## src/rtl/seg7_pkg.sv

```systemverilog
// seg7_pkg: shared types and defaults for the 7-segment scan controller
package seg7_pkg;
  typedef enum logic {BLANK, SHOW} scan_state_e;
  localparam int REFRESH_DIV_DEF = 100000;
  localparam int BLANK_CYCLES_DEF = 2;
  localparam logic AN_OFF = 1'b1;
endpackage

```

## src/rtl/seg7_slot_timer.sv

```systemverilog
// seg7_slot_timer: per-slot cycle counter with BLANK/SHOW phase FSM
module seg7_slot_timer import seg7_pkg::*; #(
  parameter int REFRESH_DIV = REFRESH_DIV_DEF,
  parameter int BLANK_CYCLES = BLANK_CYCLES_DEF
) (
  input  logic clk,
  input  logic rst_n,
  output logic wrap,
  output logic show_nx
);
  localparam int CW = $clog2(REFRESH_DIV);
  logic [CW-1:0] cnt;
  scan_state_e state;
  always_comb begin
    wrap = cnt == CW'(REFRESH_DIV - 1);
    show_nx = state == BLANK ? cnt == CW'(BLANK_CYCLES - 1) : !wrap;
  end
  always_ff @(posedge clk) begin
    if (!rst_n) begin
      cnt <= '0;
      state <= BLANK;
    end else begin
      cnt <= wrap ? '0 : cnt + 1'b1;
      state <= show_nx ? SHOW : BLANK;
    end
  end
endmodule

```

## src/rtl/seg7_scan_ctrl.sv

```systemverilog
// seg7_scan_ctrl: double-buffered 7-seg digit scanner (LEADING_ZERO_BLANK_EN blanks leading-zero digits)
module seg7_scan_ctrl import seg7_pkg::*; #(
  parameter int NUM_DIGITS = 4,
  parameter int REFRESH_DIV = REFRESH_DIV_DEF,
  parameter int BLANK_CYCLES = BLANK_CYCLES_DEF,
  localparam int IW = NUM_DIGITS > 1 ? $clog2(NUM_DIGITS) : 1
) (
  input  logic                    clk,
  input  logic                    rst_n,
  input  logic [4*NUM_DIGITS-1:0] value,
  input  logic                    load,
  output logic [3:0]              bcd,
  output logic [NUM_DIGITS-1:0]   an,
  output logic [IW-1:0]           digit_idx,
  output logic                    pending,
  output logic                    frame_done
);
  logic [4*NUM_DIGITS-1:0] active, shadow, active_nx;
  logic [NUM_DIGITS-1:0] vis;
  logic [IW-1:0] idx_nx;
  logic wrap, show_nx, boundary;
  seg7_slot_timer #(.REFRESH_DIV(REFRESH_DIV), .BLANK_CYCLES(BLANK_CYCLES)) u_timer (
    .clk(clk),
    .rst_n(rst_n),
    .wrap(wrap),
    .show_nx(show_nx)
  );
  always_comb begin
    boundary = wrap && digit_idx == IW'(NUM_DIGITS - 1);
    active_nx = !boundary ? active : load ? value : pending ? shadow : active;
    idx_nx = !wrap ? digit_idx : boundary ? '0 : digit_idx + 1'b1;
  end
`ifdef LEADING_ZERO_BLANK_EN
  always_comb begin
    logic nz;
    nz = 1'b0;
    vis = '0;
    for (int k = NUM_DIGITS - 1; k >= 0; k--) begin
      nz = nz | (|active[4*k +: 4]);
      vis[k] = nz || k == 0;
    end
  end
`else
  assign vis = '1;
`endif
  always_ff @(posedge clk) begin
    if (!rst_n) begin
      active <= '0;
      shadow <= '0;
      pending <= 1'b0;
      digit_idx <= '0;
      bcd <= '0;
      an <= {NUM_DIGITS{AN_OFF}};
      frame_done <= 1'b0;
    end else begin
      active <= active_nx;
      shadow <= load ? value : shadow;
      pending <= boundary ? 1'b0 : load ? 1'b1 : pending;
      digit_idx <= idx_nx;
      bcd <= active_nx[{idx_nx, 2'b00} +: 4];
      an <= show_nx ? ~(vis & (NUM_DIGITS'(1) << digit_idx)) : {NUM_DIGITS{AN_OFF}};
      frame_done <= boundary;
    end
  end
endmodule
```

## config.mk

```make
export PLATFORM = sky130hd
export DESIGN_NAME = seg7_scan_ctrl
export DESIGN_NICKNAME = d
export VERILOG_FILES = /design/src/rtl/seg7_pkg.sv /design/src/rtl/seg7_slot_timer.sv /design/src/rtl/seg7_scan_ctrl.sv
export SDC_FILE = /design/constraint.sdc
export NUM_CORES = 1
export LEC_CHECK = 0
export CORE_ASPECT_RATIO = 2
export CORE_MARGIN = 5
export CORE_UTILIZATION = 51
export DETAILED_ROUTE_END_ITERATION = 6
export GPL_ROUTABILITY_DRIVEN = 0
export GPL_TIMING_DRIVEN = 0
export PLACE_DENSITY = 0.73
export SYNTH_ARGS = -nofsm -noshare
export SYNTH_HDL_FRONTEND = slang
export SYNTH_SLANG_ARGS = --single-unit
```

## constraint.sdc

```tcl
create_clock -name clk -period 6.5 [get_ports clk]
set_input_delay 0.975 -clock clk [delete_from_list [all_inputs] [get_ports clk]]
set_output_delay 0.975 -clock clk [all_outputs]
set_load 0.01 [all_outputs]
```

==> run_results.csv <==
group,metric,value,unit
run_status,outcome,"completed",
layout,num_antenna_cells,0,
clock_tree,cts-htree-levels,3,
global_route,grt_pass1_vias,2504,
drt,detail_route.wl_per_cell,16.6,um
synth,synth.top_cells.by_area,"dfxtp_1 45%, nor2_1 9.6%, mux2i_1 7.9%, ha_1 2.7%, xor2_1 2.5%",
synth,synth_commonest_cells,"71 x nor2_1, 62 x dfxtp_1, 22 x mux2i_1",
drt,first_pass_iters,5,
timing,grt_setup_unrepaired,"no",
floorplanning,chipHeight,115,um
drt,routed_wirelength,6970,um
floorplanning,die_area,0.00714,sq mm
timing,period_needed,3.23,ns
worst_setup_path,crit_arrival,3.52,ns
floorplanning,row_count,38,
clock_tree,cts_hold_buffers,0,
synth,synth-seq-cells,62,
synth,synth.cell_area,0.00279,sq mm
synth,synth_enable_flop_cells,0,
floorplanning,core-area,0.00537,sq mm
worst_setup_path,crit_cells,7,
synth,synth_top_cell_by_area,"dfxtp_1",
clock_tree,cts_root_buf,"clkbuf_8",
worst_setup_path,worst_r2r_path_depth,7,
worst_setup_path,worst-endpoint-required,6.79,ns
power_and_ir_drop,finalPower,0.790,mW
global_route,grt_start_max_net_pins,11,
worst_setup_path,critical_path_class,"flop to flop",
layout,finalNonFillerCells,420,
layout,final_area,0.00335,sq mm
timing,slew_worst_pin,0.732,ns
global_route,grt_overflow,0,
timing,timing.setup.tns,0,ns
layout,final_net_count,380,
drt,dr_drc_count,0,
synth,synthFlopType,"dfxtp_1",
placed_design,placed_cells,404,
placed_design,detailed_place.area,0.00315,sq mm
drt,final_antenna_net_count,0,
drt,vias,2432,
clock_tree,post_cts_clock_slew_at_the_launch_and_capture_registers_of_the_worst_setup_and_hold_paths,0.06,ns
synth,ys_async_sr_fraction,0,%
synth,synth_top_area_share,44.5,%
synth,synthesized_netlist_cell_count,315,
timing,slew_headroom,50.9,%
synth,synth-warning-count,0,
timing,final-max-slew-violation-count,0,
timing,hold_viol_final,0,
floorplanning,die_width,62.3,um
floorplanning,initial_core_utilization,51.9,%
timing,final.setup_skew,0.00526,ns
global_route,total_global_routing_track_utilization,21.5,%
clock_tree,cts.repair.resized,0,
clock_tree,worst_skew_pair.late_latency,0.35,ns
worst_setup_path,critPathBufInv,1,
timing,max_freq,310,MHz
drt,drt_iter0_markers,180,
drt,vias_per_cell,5.79,
synth,cell_with_the_most_instances_after_synthesis,"nor2_1",
layout,drive_gt1_share,7.50,%
synth,avgSynthCellArea,8.85,sq um
synth,syn_nets,340,
clock_tree,cts.sinks,62,
layout,areaGrowthSynthToFinish,20.3,%
timing,final-setup-viol-count,0,
clock_tree,cts_tree,"yes",
power_and_ir_drop,pwr_density_cell,235,mW/mm^2
clock_tree,cts-buffers-inserted,9,
placed_design,buffer_ports.inserted,29,
min_path,holdCritPathClass,"flop to flop",
worst_setup_path,crit_path_top_delay_cell,"mux2i_2",
worst_setup_path,critical_path.max_stage_delay,0.69,ns
global_route,grt_pass1_wl,12000,um
power_and_ir_drop,p_leak,1.32,nW
floorplanning,ios,31,
synth,yosys.cell_types.count,47,
worst_setup_path,worst-path-max-fanout,9,
worst_setup_path,crit_chain,"buf_6 -> or4b_4 -> nor4_4 -> mux2i_2 -> nand2_1 -> nor4_1 -> a211o_1",
worst_setup_path,crit_family,"simple AND/OR/NAND/NOR gates",
worst_setup_path,critPathLaunchType,"flop",
timing,final.period_utilization,49.7,%
job,max_cap_viol,0,
clock_tree,post-cts-setup-buffer-count,0,
synth,ys_seq_area_share,44.5,%
placed_design,post_detail_place_hpwl,5250,um
min_path,min_path_cells,2,
worst_setup_path,critPathCaptureType,"flop",
power_and_ir_drop,peakVddDrop,196,uV
clock_tree,ctsLongestPathBuffers,2,
global_route,grt_antenna_before_repair,0,
-- worst min-delay path, cell delays in order, from the launching register on --
cell and delay, ns:
dfxtp_1 0.31, nand3_1 0.06, nand2_1 0.04
-- final cells by class --
type	instances	area, sq um
clock inverter	4	45.0
buffer	14	61.3
fill	480	2020
multi-input combinational	227	1440
sequential	62	1240
timing repair buffer	29	290
clock buffer	12	155
inverter	12	45.0
tap	60	75.1
-- logic make-up after synthesis --
family                   after synthesis  synth area share, %
adder cells (fa/ha/maj)                6                 2.69
flip-flops                            62                 44.5
AO/OA/AOI/OAI                         37                 9.24
AND/OR/NAND/NOR                      147                 26.9
multiplexers                          24                 8.79
buffers and inverters                 26                 3.81
XOR/XNOR                              13                 4.08
-- metrics by stage --
stage               worst slack [ns]  utilization (%)  hold slack (ns)
floorplan                       3.81                -            0.429
global placement                3.21             58.7            0.436
detailed placement              3.18             58.7            0.447
CTS                             3.26             62.4            0.455
global route                    3.07             62.4            0.466
finish                          3.27             62.4            0.452
-- cells in the final DEF, fill, tap and decap left out, drive strengths merged, types with 6 or more instances in the layout --
cell type and count:
a31oi 7, and2 6, clkbuf 22, clkdlybuf4s50 29, dfxtp 62, ha 6, inv 12, mux2i 23
nand2 16, nand3 10, nand4 9, nor2 71, nor3 8, nor4 10, xor2 8
-- per-layer routing --
metal	up-vias	global-route usage, %	share of wire [%]
met5	-	0	0
met4	0	13.5	4.0
met3	21	5.01	4.4
met2	67	40.0	56
met1	1158	20.8	35
li1	1186	-	-
-- power by group --
group          total, mW  switching [mW]  internal, mW  leakage (nW)
registers          0.395         0.00564         0.389         0.504
logic             0.0540          0.0289        0.0251         0.709
clock network      0.340           0.145         0.196         0.106
-- state kept, by name (all words and copies together), names as in the netlist --
name           flops
bcd                4
u_timer.state      1
an                 4
digit_idx          2
shadow            16
frame_done         1
active            16
u_timer.cnt       17
pending            1
-- worst paths after layout --
kind	startpoint	endpoint	slack [ns]
worst max-delay path	u_timer.cnt[8]	bcd[1]	3.27
worst min register to register	active[1]	active[1]	0.45
worst max register to register	u_timer.cnt[8]	bcd[1]	3.27
worst min-delay path	active[1]	active[1]	0.45
(Power assumes the default switching activity.)
